[config.mk]
export PLATFORM = sky130hd
export DESIGN_NAME = mc_control_fsm
export DESIGN_NICKNAME = d
export VERILOG_FILES = /design/src/rtl/mc_ctrl_pkg.sv /design/src/rtl/mc_control_fsm_wait.sv /design/src/rtl/mc_control_fsm.sv
export SDC_FILE = /design/constraint.sdc
export NUM_CORES = 1
export LEC_CHECK = 0
export BUFFER_PORTS_ARGS = -buffer_cell sky130_fd_sc_hd__buf_2
export CAP_MARGIN = 20
export CORE_ASPECT_RATIO = 0.6
export CORE_MARGIN = 5
export CORE_UTILIZATION = 32
export CTS_BUF_LIST = sky130_fd_sc_hd__clkbuf_16
export DETAILED_ROUTE_END_ITERATION = 10
export GPL_TIMING_DRIVEN = 0
export HOLD_SLACK_MARGIN = 0.03
export PLACE_DENSITY = 0.63
export SLEW_MARGIN = 20
export SYNTH_ARGS = -nofsm -noshare
export SYNTH_HDL_FRONTEND = slang
export SYNTH_SLANG_ARGS = --single-unit
[constraint.sdc]
create_clock -name clk -period 3.7 [get_ports clk]
set_clock_uncertainty 0.1 [all_clocks]
set_input_delay 0.925 -clock clk [delete_from_list [all_inputs] [get_ports clk]]
set_output_delay 0.925 -clock clk [all_outputs]
set_load 0.1 [all_outputs]
[src/rtl/mc_ctrl_pkg.sv]
// mc_ctrl_pkg: state codes, opcode/funct constants and ALU selectors for the multicycle control unit
package mc_ctrl_pkg;
    typedef enum logic [3:0] {
        RST    = 4'd0,
        FETCH  = 4'd1,
        FWAIT  = 4'd2,
        DECODE = 4'd3,
        EXEC_R = 4'd4,
        WB_R   = 4'd5,
        ADDR   = 4'd6,
        MEM_RD = 4'd7,
        MWAIT  = 4'd8,
        WB_MEM = 4'd9,
        MEM_WR = 4'd10,
        WB_I   = 4'd11,
        BRANCH = 4'd12,
        JUMP   = 4'd13,
        HALT   = 4'd14,
        EXC    = 4'd15
    } state_t;

    localparam logic [5:0] OP_RTYPE = 6'h00;
    localparam logic [5:0] OP_LW    = 6'h23;
    localparam logic [5:0] OP_SW    = 6'h2B;
    localparam logic [5:0] OP_ADDI  = 6'h08;
    localparam logic [5:0] OP_BEQ   = 6'h04;
    localparam logic [5:0] OP_J     = 6'h02;
    localparam logic [5:0] OP_HALT  = 6'h3F;

    localparam logic [5:0] FN_ADD = 6'h20;
    localparam logic [5:0] FN_SUB = 6'h22;
    localparam logic [5:0] FN_AND = 6'h24;
    localparam logic [5:0] FN_SLT = 6'h2A;

    localparam logic [2:0] ALU_ADD = 3'b001;
    localparam logic [2:0] ALU_SUB = 3'b010;
    localparam logic [2:0] ALU_AND = 3'b011;
    localparam logic [2:0] ALU_CMP = 3'b111;

    // 3'b000 marks an unsupported funct
    function automatic logic [2:0] funct_alu(input logic [5:0] f);
        return f == FN_ADD ? ALU_ADD :
               f == FN_SUB ? ALU_SUB :
               f == FN_AND ? ALU_AND :
               f == FN_SLT ? ALU_CMP : 3'b000;
    endfunction
endpackage

[src/rtl/mc_control_fsm_wait.sv]
// mc_wait_counter: memory wait-state counter, loaded with MEM_LAT-1 and saturating at 0
//   clk, reset (sync, active-low), load/load_val (reload), dec (count down), done (count is 0)
module mc_wait_counter #(
    parameter int W = 3
) (
    input  logic         clk,
    input  logic         reset,
    input  logic         load,
    input  logic         dec,
    input  logic [W-1:0] load_val,
    output logic         done
);
    logic [W-1:0] cnt;

    always_ff @(posedge clk) begin
        if (!reset)
            cnt <= '0;
        else if (load)
            cnt <= load_val;
        else if (dec && cnt != '0)
            cnt <= cnt - W'(1);
    end

    assign done = cnt == '0;
endmodule

[src/rtl/mc_control_fsm.sv]
// mc_control_fsm: Moore control FSM for a multicycle MIPS-subset datapath
//   in : clk, reset (sync, active-low), opcode/funct (IR fields), zero/overflow (ALU flags)
//   out: datapath enables and mux selects, estado (state code), halted
//   MC_CTRL_OVF_EXC_EN: when defined, add/sub/addi overflow suppresses the write and traps to EXC
module mc_control_fsm
    import mc_ctrl_pkg::*;
#(
    parameter int MEM_LAT = 1,
    parameter int STATE_W = 4
) (
    input  logic               clk,
    input  logic               reset,
    input  logic [5:0]         opcode,
    input  logic [5:0]         funct,
    input  logic               zero,
    input  logic               overflow,
    output logic               memWriteOrRead,
    output logic               pcControl,
    output logic               iorD,
    output logic               irWrite,
    output logic               writeA,
    output logic               writeB,
    output logic               aluSrcA,
    output logic [1:0]         aluSrcB,
    output logic [2:0]         aluControl,
    output logic               regAluControl,
    output logic               regDst,
    output logic               regWrite,
    output logic [1:0]         memToReg,
    output logic [1:0]         pcSource,
    output logic [STATE_W-1:0] estado,
    output logic               halted
);
    state_t state, nxt;
    logic   done, ovf_exc, pc_write, pc_write_cond;

    mc_wait_counter #(.W(3)) u_wait (
        .clk      (clk),
        .reset    (reset),
        .load     (state == FETCH || state == MEM_RD),
        .dec      (state == FWAIT || state == MWAIT),
        .load_val (3'(MEM_LAT - 1)),
        .done     (done)
    );

`ifdef MC_CTRL_OVF_EXC_EN
    assign ovf_exc = overflow && (state == WB_I ||
                     (state == WB_R && (funct == FN_ADD || funct == FN_SUB)));
`else
    // overflow has no effect in this build
    assign ovf_exc = overflow & 1'b0;
`endif

    always_ff @(posedge clk) begin
        if (!reset)
            state <= RST;
        else
            state <= nxt;
    end

    always_comb begin
        nxt = FETCH;
        case (state)
            RST:    nxt = FETCH;
            FETCH:  nxt = FWAIT;
            FWAIT:  nxt = done ? DECODE : FWAIT;
            DECODE: begin
                case (opcode)
                    OP_RTYPE:              nxt = EXEC_R;
                    OP_LW, OP_SW, OP_ADDI: nxt = ADDR;
                    OP_BEQ:                nxt = BRANCH;
                    OP_J:                  nxt = JUMP;
                    OP_HALT:               nxt = HALT;
                    default:               nxt = FETCH;
                endcase
            end
            EXEC_R: nxt = funct_alu(funct) != 3'b000 ? WB_R : FETCH;
            WB_R:   nxt = ovf_exc ? EXC : FETCH;
            ADDR:   nxt = opcode == OP_LW ? MEM_RD :
                          opcode == OP_SW ? MEM_WR :
                          opcode == OP_ADDI ? WB_I : FETCH;
            MEM_RD: nxt = MWAIT;
            MWAIT:  nxt = done ? WB_MEM : MWAIT;
            WB_I:   nxt = ovf_exc ? EXC : FETCH;
            HALT:   nxt = HALT;
            default: nxt = FETCH;
        endcase
    end

    always_comb begin
        memWriteOrRead = 1'b0;
        pc_write       = 1'b0;
        pc_write_cond  = 1'b0;
        iorD           = 1'b0;
        irWrite        = 1'b0;
        writeA         = 1'b0;
        writeB         = 1'b0;
        aluSrcA        = 1'b0;
        aluSrcB        = 2'd0;
        aluControl     = 3'b000;
        regAluControl  = 1'b0;
        regDst         = 1'b0;
        regWrite       = 1'b0;
        memToReg       = 2'd0;
        pcSource       = 2'd0;
        halted         = 1'b0;
        case (state)
            FETCH: begin
                aluSrcB    = 2'd1;
                aluControl = ALU_ADD;
                pc_write   = 1'b1;
            end
            FWAIT:  irWrite = done;
            DECODE: begin
                writeA        = 1'b1;
                writeB        = 1'b1;
                aluSrcB       = 2'd3;
                aluControl    = ALU_ADD;
                regAluControl = 1'b1;
            end
            EXEC_R: begin
                aluSrcA       = 1'b1;
                aluControl    = funct_alu(funct);
                regAluControl = 1'b1;
            end
            WB_R: begin
                regDst   = 1'b1;
                regWrite = !ovf_exc;
            end
            ADDR: begin
                aluSrcA       = 1'b1;
                aluSrcB       = 2'd2;
                aluControl    = ALU_ADD;
                regAluControl = 1'b1;
            end
            MEM_RD, MWAIT: iorD = 1'b1;
            WB_MEM: begin
                memToReg = 2'd1;
                regWrite = 1'b1;
            end
            MEM_WR: begin
                iorD           = 1'b1;
                memWriteOrRead = 1'b1;
            end
            WB_I: regWrite = !ovf_exc;
            BRANCH: begin
                aluSrcA       = 1'b1;
                aluControl    = ALU_SUB;
                pc_write_cond = 1'b1;
                pcSource      = 2'd1;
            end
            JUMP: begin
                pcSource = 2'd2;
                pc_write = 1'b1;
            end
            HALT: halted = 1'b1;
            EXC: begin
                pcSource = 2'd3;
                pc_write = 1'b1;
            end
            default: ;
        endcase
    end

    assign pcControl = pc_write | (pc_write_cond & zero);
    assign estado    = STATE_W'(state);
endmodule

==> out/qor.yml <==
routing:
  viasPerCell: 5.34
  drcViolationCount: 0
  wl_per_cell_um: 14.6
  dr_total_vias: 1047
  drt_first_pass_iters: 4
  dr.first_iter.drc_count: 54
  wl_um: 2860
  drt.antenna.violating_nets: 0
critical_path:
  cp_max_fo: 4
  start_kind: "input pin"
  worst-endpoint-required_ns: 2.67
  arrival_ns: 2.33
  crit_path_end_kind: "primary output"
  crit_type: "input pin to primary output"
  r2r.worst_path.cells: 5
sta:
  fin_tns_setup_ns: 0
  maxSlewViolCount: 0
  finalWorstSetupSlack_ns: 0.348
  fmax_mhz: 298
  setup_violations: 0
  min_period_over_period: 0.906
  hold_viol_final: 0
  min_period_ns: 3.35
  whs_ns: 0.453
  rsz0062_at_grt: "false"
yosys:
  yosysUniqueCellTypes: 49
  async_flop_share: 0
  synth-warning-count: 0
  synthCells: 123
  avgSynthCellArea_sq_um: 7.12
  ys_ff_latch: 7
  postSynthNetCount: 141
  synth-edff-count: 0
  syn_area_sq_um: 876
  yosysSeqAreaShare: 0.160
  yosys_most_used_dff: "dfxtp_1"
power:
  p_leak_nw: 0.579
  p_per_area_nw_per_um2: 319
  peakVddDrop_v: 0.000130
  power.total_uw: 395
clock_tree:
  h-tree-depth: 1
  cts_resized: 0
  clk_latency_ns: 0.23
  post_cts_buffers: 0
  clockRootBuffer: "clkbuf_16"
  cts-hold-fix-buffers: 0
  clkTransAtPathRegs_ns: 0.04
  clk_path_buf_depth: 2
  cts_buffers: 3
  clock-sinks: 7
  cts_tree: "yes"
global_routing:
  grt_max_degree: 11
  grt_use_total: 0.147
  grt_remaining_overflow: 0
  grt_pass1_vias: 1006
  grt_pass1_wl_um: 4690
  antenna_found_initial: 0
final_layout:
  syn_to_final_growth_pct: 41.1
  fill_cells: 266
  antennaDiodeCount: 0
  fin_util: 0.483
  final_cells: 196
  area.sequential_sq_um: 140
  multi_input_area_sq_um: 722
  fin_area_sq_um: 1240
  fin_nets: 183
  mostFrequentLayoutCell: "buf_2"
  final_cell_mix: "buf_2, nor2_1, nor2_2, a21oi_1, dfxtp_1"
  drive_above_1_share: 0.439
die:
  die_h_um: 50.5
  die_w_um: 77.5
  initial_core_util: 0.342
  core_sq_um: 2560
  dieArea_sq_um: 3920
  io_pins: 40
  placementRows: 14
placed_design:
  gp_congestion: 0.870
  io_buffers: 37
  placedCellCount: 192
  detailed_place_hpwl_um: 2260
  place_ws_ns: 0.356
  place_area_sq_um: 1160
min_path:
  hold_path_class: "flop to flop"
  hold_depth: 2
flow_run:
  drv_cap: 0
status:
  status: "completed"
## critical path, cell delays in order
cell     delay [ns]
buf_2          0.09
or3b_1         0.46
a21oi_1        0.16
o21ai_0        0.11
a21oi_2        0.14
buf_2          0.43
## layout make-up
class                      count  area share
clock inverter                 1     0.00304
timing repair buffer          37       0.150
tap                           32      0.0324
buffer                         8      0.0415
clock buffer                   3      0.0607
sequential                     7       0.113
multi-input combinational    103       0.584
inverter                       5      0.0152
## path summary, 6_finish.rpt
kind                                 endpoint  slack (ns)           from
worst max-delay path            aluControl[0]        0.35       funct[0]
worst min register to register  u_wait.cnt[2]        0.45  u_wait.cnt[2]
worst max register to register      estado[3]        2.06      estado[2]
worst min-delay path            u_wait.cnt[2]        0.45  u_wait.cnt[2]
## per-layer routing
| layer | part of all wire | GRT usage | vias up |
|---|---|---|---|
| li1 | - | - | 527 |
| met1 | 0.47 | 0.197 | 471 |
| met2 | 0.43 | 0.225 | 46 |
| met3 | 0.098 | 0.0536 | 3 |
| met4 | 0.0035 | 0.0343 | 0 |
| met5 | 0 | 0 | - |
## flip-flops by register name (all words and copies together), names as in the netlist
signal and flops:
u_wait.cnt 3, estado 4
## report_power, final
group | internal [mW] | total (mW) | switching, mW
sequential | 0.0778 | 0.0809 | 0.00317
combinational | 0.0322 | 0.133 | 0.101
clock | 0.140 | 0.181 | 0.0401
## Yosys cell counts (all sizes together) (2+ instances only)
library cell | instances | area, sq um
buf | 8 | 51.3
nand2 | 4 | 15.0
or3b | 3 | 26.3
a31oi | 3 | 18.8
inv | 5 | 18.8
or3 | 3 | 18.8
nor2 | 21 | 81.3
nand2b | 7 | 51.3
xor2 | 2 | 17.5
o31ai | 2 | 20.0
or2b | 2 | 16.3
nand3 | 4 | 20.0
dfxtp | 7 | 140
nor2b | 4 | 25.0
nor3 | 4 | 25.0
o21ai | 3 | 15.0
nor4 | 2 | 12.5
or2 | 2 | 12.5
ha | 2 | 25.0
xnor2 | 2 | 17.5
a21oi | 11 | 58.8
o22ai | 3 | 18.8
o211ai | 3 | 27.5
## kinds of logic (layout without fill, tap and decap cells)
family	Yosys count	count (layout)	share of synthesized area
AND/OR/NAND/NOR	60	60	0.383
AO/OA/AOI/OAI	33	33	0.269
buffers and inverters	13	54	0.0800
flip-flops	7	7	0.160
XOR/XNOR	4	4	0.0400
adder cells (fa/ha/maj)	3	3	0.0400
multiplexers	2	2	0.0243
other	1	1	0.00428
No activity file was read; power rests on OpenSTA's default activity.
